File: src/rtl/music_pkg.sv
// Shared constants for the music tone generator: note-code layout, base pitch
// table, duty encoding, channel FSM states and the period helper.
package music_pkg;

  // Note code layout: {octave[3:0], semitone[3:0]}
  localparam int unsigned SemiW = 4;
  localparam int unsigned OctW  = 4;
  localparam int unsigned CodeW = SemiW + OctW;

  // Code 0x00 is the canonical REST; semitone 0 or 13..15 also rests
  localparam logic [CodeW-1:0] RestCode = 8'h00;
  localparam logic [SemiW-1:0] SemiRest = 4'd0;
  localparam int unsigned      NumSemis = 12;

  // Octave-0 base frequencies in Hz, C..B
  localparam int unsigned BaseHz [NumSemis] = '{261, 277, 293, 311, 329, 349,
                                                369, 392, 415, 440, 466, 493};

  // Duty selector encoding (MUSIC_TONE_DUTY_EN builds only)
  localparam int unsigned DutyW = 2;
  typedef enum logic [DutyW-1:0] {
    Duty12p5 = 2'd0,
    Duty25   = 2'd1,
    Duty50   = 2'd2,
    Duty75   = 2'd3
  } duty_e;

  typedef enum logic [0:0] {
    StIdle = 1'b0,
    StPlay = 1'b1
  } chan_state_e;

  // Period in clock cycles for semitone 1..12 at the given octave
  function automatic int unsigned calc_period(input int unsigned clk_fre,
                                              input int unsigned semi,
                                              input int unsigned oct);
    return (clk_fre / BaseHz[semi-1]) >> oct;
  endfunction

endpackage

File: src/rtl/music_tone_chan.sv
// One tone channel: note decode, single-entry pending slot, IDLE/PLAY FSM,
// free-running period counter and duty compare.
// Optional macro MUSIC_TONE_DUTY_EN adds a per-note duty selector.
module music_tone_chan import music_pkg::*; #(
  parameter int unsigned CLK_FRE  = 50_000_000,
  parameter int unsigned OCTAVES  = 4,
  parameter int unsigned PERIOD_W = 20
) (
  input  logic             clk_i,
  input  logic             rst_ni,
  input  logic [CodeW-1:0] note_code_i,
  input  logic             note_valid_i,
  output logic             note_ready_o,
  input  logic             mute_i,
`ifdef MUSIC_TONE_DUTY_EN
  input  logic [DutyW-1:0] duty_sel_i,
`endif
  output logic             tone_o,
  output logic             active_o
);

  // Elaboration-time period table indexed by [octave][semitone-1]
  logic [PERIOD_W-1:0] period_tbl [OCTAVES][NumSemis];
  for (genvar o = 0; o < OCTAVES; o++) begin : g_oct
    for (genvar s = 0; s < NumSemis; s++) begin : g_semi
      localparam int unsigned Period = calc_period(CLK_FRE, s + 1, o);
      assign period_tbl[o][s] = PERIOD_W'(Period);
    end
  end

  chan_state_e         state_q, state_d;
  logic [PERIOD_W-1:0] cnt_q, cnt_d;
  logic [PERIOD_W-1:0] period_q, period_d;
  logic                pend_vld_q, pend_vld_d;
  logic                pend_rest_q, pend_rest_d;
  logic [PERIOD_W-1:0] pend_period_q, pend_period_d;
`ifdef MUSIC_TONE_DUTY_EN
  duty_e               duty_q, duty_d;
  duty_e               pend_duty_q, pend_duty_d;
`endif

  logic                dec_hit;
  logic [PERIOD_W-1:0] dec_period;
  logic                wrap;
  logic                take_pend;
  logic                accept;
  logic [PERIOD_W-1:0] thresh;

  // Decode the incoming note; no table hit means REST
  always_comb begin
    dec_hit    = 1'b0;
    dec_period = '0;
    for (int o = 0; o < OCTAVES; o++) begin
      for (int s = 0; s < NumSemis; s++) begin
        if (int'(note_code_i[CodeW-1:SemiW]) == o &&
            note_code_i[SemiW-1:0] == SemiW'(s + 1)) begin
          dec_hit    = 1'b1;
          dec_period = period_tbl[o][s];
        end
      end
    end
  end

  // Next-state for FSM, counter and pending slot
  always_comb begin
    state_d       = state_q;
    cnt_d         = cnt_q;
    period_d      = period_q;
    pend_vld_d    = pend_vld_q;
    pend_rest_d   = pend_rest_q;
    pend_period_d = pend_period_q;
`ifdef MUSIC_TONE_DUTY_EN
    duty_d        = duty_q;
    pend_duty_d   = pend_duty_q;
`endif
    take_pend     = 1'b0;
    wrap          = (cnt_q == period_q - PERIOD_W'(1));

    unique case (state_q)
      StIdle: begin
        cnt_d = '0;
        if (pend_vld_q) begin
          take_pend = 1'b1;
          if (!pend_rest_q) begin
            state_d  = StPlay;
            period_d = pend_period_q;
`ifdef MUSIC_TONE_DUTY_EN
            duty_d   = pend_duty_q;
`endif
          end
        end
      end
      StPlay: begin
        if (wrap) begin
          cnt_d = '0;
          // Only a note already pending before this edge is applied here
          if (pend_vld_q) begin
            take_pend = 1'b1;
            if (pend_rest_q) begin
              state_d = StIdle;
            end else begin
              period_d = pend_period_q;
`ifdef MUSIC_TONE_DUTY_EN
              duty_d   = pend_duty_q;
`endif
            end
          end
        end else begin
          cnt_d = cnt_q + PERIOD_W'(1);
        end
      end
      default: state_d = StIdle;
    endcase

    // Accept and consume are exclusive: accept needs an empty slot
    accept = note_valid_i & ~pend_vld_q;
    if (take_pend) pend_vld_d = 1'b0;
    if (accept) begin
      pend_vld_d    = 1'b1;
      pend_rest_d   = ~dec_hit;
      pend_period_d = dec_period;
`ifdef MUSIC_TONE_DUTY_EN
      pend_duty_d   = duty_e'(duty_sel_i);
`endif
    end
  end

  // High-phase length for the current note
  always_comb begin
`ifdef MUSIC_TONE_DUTY_EN
    unique case (duty_q)
      Duty12p5: thresh = period_q >> 3;
      Duty25:   thresh = period_q >> 2;
      Duty50:   thresh = period_q >> 1;
      Duty75:   thresh = period_q - (period_q >> 2);
      default:  thresh = period_q >> 1;
    endcase
`else
    thresh = period_q >> 1;
`endif
  end

  // State registers with synchronous active-low reset
  always_ff @(posedge clk_i) begin
    if (!rst_ni) begin
      state_q       <= StIdle;
      cnt_q         <= '0;
      period_q      <= '0;
      pend_vld_q    <= 1'b0;
      pend_rest_q   <= 1'b0;
      pend_period_q <= '0;
`ifdef MUSIC_TONE_DUTY_EN
      duty_q        <= Duty50;
      pend_duty_q   <= Duty50;
`endif
    end else begin
      state_q       <= state_d;
      cnt_q         <= cnt_d;
      period_q      <= period_d;
      pend_vld_q    <= pend_vld_d;
      pend_rest_q   <= pend_rest_d;
      pend_period_q <= pend_period_d;
`ifdef MUSIC_TONE_DUTY_EN
      duty_q        <= duty_d;
      pend_duty_q   <= pend_duty_d;
`endif
    end
  end

  assign note_ready_o = ~pend_vld_q;
  assign active_o     = (state_q == StPlay);
  assign tone_o       = active_o & (cnt_q < thresh) & ~mute_i;

endmodule

File: src/rtl/music_tone_gen.sv
// Multi-channel square-wave tone generator: CHANNELS independent tone
// channels plus a registered count of channels currently driving high.
// Optional macro MUSIC_TONE_DUTY_EN adds the duty_sel input.
module music_tone_gen import music_pkg::*; #(
  parameter int unsigned CLK_FRE  = 50_000_000,
  parameter int unsigned CHANNELS = 2,
  parameter int unsigned OCTAVES  = 4,
  parameter int unsigned PERIOD_W = 20,
  localparam int unsigned MixW    = $clog2(CHANNELS + 1)
) (
  input  logic                      clk,
  input  logic                      rst_n,
  input  logic [CodeW*CHANNELS-1:0] note_code,
  input  logic [CHANNELS-1:0]       note_valid,
  output logic [CHANNELS-1:0]       note_ready,
  input  logic                      mute,
`ifdef MUSIC_TONE_DUTY_EN
  input  logic [DutyW*CHANNELS-1:0] duty_sel,
`endif
  output logic [CHANNELS-1:0]       tone_out,
  output logic [CHANNELS-1:0]       active,
  output logic [MixW-1:0]           mix_out
);

  logic [MixW-1:0] mix_q, mix_d;

  for (genvar c = 0; c < CHANNELS; c++) begin : g_chan
    music_tone_chan #(
      .CLK_FRE  (CLK_FRE),
      .OCTAVES  (OCTAVES),
      .PERIOD_W (PERIOD_W)
    ) u_chan (
      .clk_i        (clk),
      .rst_ni       (rst_n),
      .note_code_i  (note_code[c*CodeW +: CodeW]),
      .note_valid_i (note_valid[c]),
      .note_ready_o (note_ready[c]),
      .mute_i       (mute),
`ifdef MUSIC_TONE_DUTY_EN
      .duty_sel_i   (duty_sel[c*DutyW +: DutyW]),
`endif
      .tone_o       (tone_out[c]),
      .active_o     (active[c])
    );
  end

  // Popcount of this cycle's tone outputs
  always_comb begin
    mix_d = '0;
    for (int c = 0; c < CHANNELS; c++) begin
      mix_d = mix_d + MixW'(tone_out[c]);
    end
  end

  // Mix register, one cycle behind tone_out
  always_ff @(posedge clk) begin
    if (!rst_n) mix_q <= '0;
    else        mix_q <= mix_d;
  end

  assign mix_out = mix_q;

endmodule
File: config.mk
export PLATFORM = sky130hd
export DESIGN_NAME = music_tone_gen
export DESIGN_NICKNAME = d
export VERILOG_FILES = /design/src/rtl/music_pkg.sv /design/src/rtl/music_tone_chan.sv /design/src/rtl/music_tone_gen.sv
export SDC_FILE = /design/constraint.sdc
export NUM_CORES = 1
export LEC_CHECK = 0
export ABC_AREA = 1
export ABC_CLOCK_PERIOD_IN_PS = 2140
export BUFFER_PORTS_ARGS = -buffer_cell sky130_fd_sc_hd__clkbuf_2
export CORE_ASPECT_RATIO = 0.8
export CORE_MARGIN = 2
export CORE_UTILIZATION = 58
export CTS_CLUSTER_DIAMETER = 200
export DETAILED_ROUTE_END_ITERATION = 10
export HOLD_SLACK_MARGIN = 0.1
export PLACE_DENSITY = 0.84
export SLEW_MARGIN = 30
export SYNTH_ARGS = -nofsm -noshare
export SYNTH_HDL_FRONTEND = slang
export SYNTH_HIERARCHICAL = 1
export SYNTH_SLANG_ARGS = --single-unit
File: constraint.sdc
create_clock -name clk -period 2.14 [get_ports clk]
set_clock_uncertainty 0.2 [all_clocks]
set_input_delay 0.107 -clock clk [delete_from_list [all_inputs] [get_ports clk]]
set_output_delay 0.107 -clock clk [all_outputs]
set_load 0.01 [all_outputs]
==> results.sh, run 1 <==
export IMPL_antenna_found_initial=9
export IMPL_yosysSeqAreaShare_pct=25.6
export IMPL_grtUsageTotal_pct=84.2
export IMPL_grt_worst_endpoint="g_chan[0].u_chan/period_q[10]$_SDFFE_PN0P_/D"
export IMPL_place_congestion=1.05
export IMPL_status="did not finish"
export IMPL_yosys_area_top_type_share_pct=25.6
export IMPL_yosysTopAreaCell="dfxtp_1"
export IMPL_ys_ff_latch=120
export IMPL_cts_inserted_buffers=17
export IMPL_grt_overflow=91
export IMPL_dieWidth_um=146
export IMPL_async_reset_ff_share_pct=0
export IMPL_synth_fp_nets=1595
export IMPL_yosysWarnings=6
export IMPL_clockBufferDepth=2
export IMPL_clockRootBuffer="clkbuf_16"
export IMPL_rows=41
export IMPL_grt_max_degree=38
export IMPL_fp_dieH_um=118
export IMPL_start_util_pct=59.4
export IMPL_io_buffer_count=28
export IMPL_netlist_instances=1537
export IMPL_htreeDepth=4
export IMPL_synth_area_leaders="dfxtp_1 (26%), nand2_1 (12%), nor2_1 (11%), inv_1 (9.7%), nand3_1 (6.7%)"
export IMPL_syn_cell_area_sq_um=9380
export IMPL_synth_distinct_cells=43
export IMPL_error_line="[ERROR GRT-0232] Routing congestion too high. Check the congestion heatmap in the GUI."
export IMPL_ys_flop_type="dfxtp_1"
export IMPL_avgSynthCellArea_sq_um=6.10
export IMPL_place_area_sq_um=11400
export IMPL_haltStage="global routing (5_1_grt)"
export IMPL_endpoint_type="register input"
export IMPL_boundaryPins=29
export IMPL_cts_num_sinks=120
export IMPL_synth_edf_count=0
export IMPL_pre_cts_slack_ns=-0.330
export IMPL_dp_hpwl_mm=22.1
[through the flow]
| stage | util, % | std cells | hold WS [ns] |
|---|---|---|---|
| after floorplan | - | 1537 | 0.000453 |
| after global placement | 72.3 | 1971 | 0.256 |
| after detailed placement | 72.3 | 1971 | 0.256 |
| after CTS | 84.0 | 2043 | 0.142 |
[what timing repair did]
item	4_1_cts
resized for setup	182
hold buffers	6
pin swaps	58
endpoints found under the hold margin	38
gates cloned	9
buffers inserted	26
endpoints found under the setup margin	84
[Yosys cell counts (all sizes together) (18+ instances only)]
cell / number
nor2: 280
a21oi: 98
xor2: 62
ha: 37
nand3: 130
nand4: 60
o21ai: 20
nor3: 70
dfxtp: 120
nor4: 20
inv: 242
clkbuf: 18
nand2: 300
[metal layers]
metal | track usage (%) | overflow
met5 | 49.1 | 1
met4 | 81.7 | 46
met3 | 78.1 | 6
met2 | 93.7 | 34
met1 | 84.1 | 4
[cells by family after synthesis]
family / count (synthesis) / synth area share [%]
fa+ha+maj: 37 / 4.94
simple gates: 872 / 41.4
compound gates: 150 / 8.91
xor+xnor: 78 / 7.28
flops: 120 / 25.6
buf+inv: 280 / 11.8
==> run 2: changes to the inputs <==
--- a/config.mk
+++ b/config.mk
@@ -6,15 +6,12 @@
 export NUM_CORES = 1
 export LEC_CHECK = 0
 export ABC_AREA = 1
-export ABC_CLOCK_PERIOD_IN_PS = 2140
+export ABC_CLOCK_PERIOD_IN_PS = 2800
 export BUFFER_PORTS_ARGS = -buffer_cell sky130_fd_sc_hd__clkbuf_2
-export CORE_ASPECT_RATIO = 0.8
 export CORE_MARGIN = 2
-export CORE_UTILIZATION = 58
-export CTS_CLUSTER_DIAMETER = 200
+export CORE_UTILIZATION = 40
 export DETAILED_ROUTE_END_ITERATION = 10
-export HOLD_SLACK_MARGIN = 0.1
-export PLACE_DENSITY = 0.84
+export PLACE_DENSITY_LB_ADDON = 0.15
 export SLEW_MARGIN = 30
 export SYNTH_ARGS = -nofsm -noshare
 export SYNTH_HDL_FRONTEND = slang
==> constraint.sdc (replaced) <==
create_clock -name clk -period 2.8 [get_ports clk]
set_clock_uncertainty 0.2 [all_clocks]
set_input_delay 0.14 -clock clk [delete_from_list [all_inputs] [get_ports clk]]
set_output_delay 0.14 -clock clk [all_outputs]
set_load 0.01 [all_outputs]
==> results.sh, run 2 <==
export IMPL_required_ns=2.46
export IMPL_final_cell_mix="nand2_1 (294), nor2_1 (268), inv_1 (242)"
export IMPL_busiest_layer="met2"
export IMPL_antenna_left=0
export IMPL_r2r_setup_slack_ns=0.19
export IMPL_synth_distinct_cells=43
export IMPL_worst_pin_slew_ns=0.585
export IMPL_area_growth_pct=13.2
export IMPL_gr_usage_met1_pct=29.8
export IMPL_num_vias=9632
export IMPL_routed_wl_mm=26.2
export IMPL_grt_util_met3_pct=3.19
export IMPL_drc_errors=0
export IMPL_use_met2_pct=35.5
export IMPL_antenna_found_initial=0
export IMPL_holdPathEnd="g_chan[1].u_chan/pend_period_q[7]$_SDFFE_PN0P_"
export IMPL_largest_reg_flops=40
export IMPL_ys_flop_type="dfxtp_1"
export IMPL_grt_pass1_vias=8903
export IMPL_dp_hpwl_mm=20.5
export IMPL_place_congestion=0.950
export IMPL_die_area_sq_um=24700
export IMPL_clock_fmax_ghz=0.365
export IMPL_drt_iter0_markers=512
export IMPL_synthTopCellsByCount="nand2_1 (294), nor2_1 (270), inv_1 (242)"
export IMPL_slew_headroom_pct=60.7
export IMPL_holdPathStages=6
export IMPL_syn_cell_area_sq_um=9380
export IMPL_grt_setup_unrepaired="yes"
export IMPL_netlist_instances=1537
export IMPL_htreeDepth=4
export IMPL_clockRootBuffer="clkbuf_16"
export IMPL_grt_max_degree=38
export IMPL_dp_cells=1871
export IMPL_status="complete, no violations"
export IMPL_avgSynthCellArea_sq_um=6.10
export IMPL_synth_edf_count=0
export IMPL_crit_path_max_fanout=4
export IMPL_vias_per_cell=5.06
export IMPL_grt_overflow=0
export IMPL_post_route_period_util_pct=97.8
export IMPL_rows=56
export IMPL_cap_violations=0
export IMPL_synth_area_leaders="dfxtp_1 (26%), nand2_1 (12%), nor2_1 (11%), inv_1 (9.7%), nand3_1 (6.7%)"
export IMPL_cts_inserted_buffers=17
export IMPL_regArea_sq_um=2400
export IMPL_r2r_end="mix_out[0]$_SDFF_PN0_"
export IMPL_drive_above_1_share_pct=7.39
export IMPL_yosysSeqAreaShare_pct=25.6
export IMPL_hp_start="note_valid[1]"
export IMPL_irDropWorstVdd_mv=0.323
export IMPL_layout_commonest_cell="nand2_1"
export IMPL_core_area_sq_um=23300
export IMPL_layout_nets=1630
export IMPL_firstDrtPassIters=5
export IMPL_cts_tree="done"
export IMPL_hold_buffers=0
export IMPL_io_buffer_count=28
export IMPL_final_cell_count_no_fill=1902
export IMPL_fin_ws_ns=0.0609
export IMPL_r2r_start="g_chan[0].u_chan/period_q[8]$_SDFFE_PN0P_"
export IMPL_clockBufferDepth=2
export IMPL_clk_pin_slew_ns=0.06
export IMPL_fp_dieH_um=157
export IMPL_grtUsageTotal_pct=21.8
export IMPL_grt_first_pass_wirelength_mm=43.8
export IMPL_ys_ff_latch=120
export IMPL_start_util_pct=40.3
export IMPL_finalSetupViolations=0
export IMPL_clk_latency_ns=0.42
export IMPL_boundaryPins=29
export IMPL_hold_viol_final=0
export IMPL_maxSlewViolCount=0
export IMPL_power_density_nw_per_um2=525
export IMPL_yosysWarnings=6
export IMPL_dieWidth_um=157
export IMPL_reg2reg_depth=12
export IMPL_end_kind="output port"
export IMPL_cts_num_sinks=120
export IMPL_yosys_area_top_type_share_pct=25.6
export IMPL_yosysMostFrequentCell="nand2_1"
export IMPL_fin_crit_ns=2.74
export IMPL_async_reset_ff_share_pct=0
export IMPL_multi_input_area_sq_um=5910
export IMPL_yosysTopAreaCell="dfxtp_1"
export IMPL_cp_data_arrival_time_ns=2.40
export IMPL_start_kind="flip-flop"
export IMPL_min_path_type="input port to flip-flop"
export IMPL_leakage_nw=5.18
export IMPL_pre_cts_slack_ns=0.179
export IMPL_p_total_w=0.00558
export IMPL_fillers=2581
export IMPL_largest_register="g_chan.u_chan/cnt_q"
export IMPL_diodes=0
export IMPL_synth_fp_nets=1595
export IMPL_path_class="flip-flop to output port"
export IMPL_wl_per_cell_um=13.8
export IMPL_largest_registers="g_chan.u_chan/cnt_q: 40 flops, g_chan.u_chan/pend_period_q: 36 flops, g_chan.u_chan/period_q: 36 flops"
## run 2: per-stage QoR
stage          TNS, ns  utilization (%)  hold WS (ns)  instance area, sq um
2_1_floorplan        0                -        0.0335                  9380
3_3_place_gp         0             42.6         0.255                  9920
3_5_place_dp         0             42.6         0.256                  9920
4_1_cts              0             45.4        0.0291                 10600
5_1_grt        -0.0950             45.7        0.0641                 10600
6_report             0             45.7        0.0218                 10600
## run 2: repair_timing
action | 4_1_cts | 5_1_grt
setup buffers | 0 | 1
gates resized for setup | 0 | 13
setup endpoints to repair | 0 | 39
## run 2: cell families after synthesis
kind of cell             Yosys count  share of synthesized area, %
AO/OA/AOI/OAI                    150                          8.91
XOR/XNOR                          78                          7.28
flip-flops                       120                          25.6
AND/OR/NAND/NOR                  872                          41.4
adder cells (fa/ha/maj)           37                          4.94
buffers and inverters            280                          11.8
## run 2: how the worst max path moves through the flow
stage                                                          from                                          to  slack (ns)  cells after the start
after floorplan           g_chan[1].u_chan/period_q[2]$_SDFFE_PN0P_                       mix_out[0]$_SDFF_PN0_        0.56                     12
after global placement    g_chan[0].u_chan/period_q[0]$_SDFFE_PN0P_  g_chan[0].u_chan/period_q[14]$_SDFFE_PN0P_        0.22                     14
after detailed placement  g_chan[0].u_chan/period_q[0]$_SDFFE_PN0P_  g_chan[0].u_chan/period_q[14]$_SDFFE_PN0P_        0.18                     14
after CTS                 g_chan[0].u_chan/period_q[2]$_SDFFE_PN0P_                                 tone_out[0]        0.01                     10
after global routing      g_chan[0].u_chan/period_q[8]$_SDFFE_PN0P_                                 tone_out[0]       -0.06                      9
final                          g_chan[0].u_chan/cnt_q[1]$_SDFF_PP0_                                 tone_out[0]        0.06                     10
## run 2: area by class of cell
class / count / area share (%)
clock buffer: 19 / 4.26
tap: 319 / 3.76
sequential: 120 / 22.6
inverter: 246 / 8.69
timing repair buffer: 50 / 3.11
multi-input combinational: 1137 / 55.7
clock inverter: 11 / 1.85
## run 2: routing by layer
metal	up-vias	wire (um)
met5	-	0
met4	0	523
met3	49	1000
met2	220	11900
met1	4296	12800
li1	5067	-
## run 2: power by group
part	total, W	internal, W	switching (W)
clock network	0.00242	0.00162	0.000804
registers	0.00187	0.00179	0.0000830
logic	0.00128	0.000491	0.000787
total	0.00558	0.00390	0.00167
## run 2: critical path, cell delays in order (launching register included)
cell,delay (ns)
dfxtp_1,0.31
buf_4,0.15
ha_1,0.28
a21boi_0,0.13
o211ai_1,0.20
nand2_1,0.10
a21oi_2,0.13
o31a_1,0.14
o21ai_0,0.08
a31oi_1,0.28
buf_2,0.19
(Power assumes the default switching activity.)
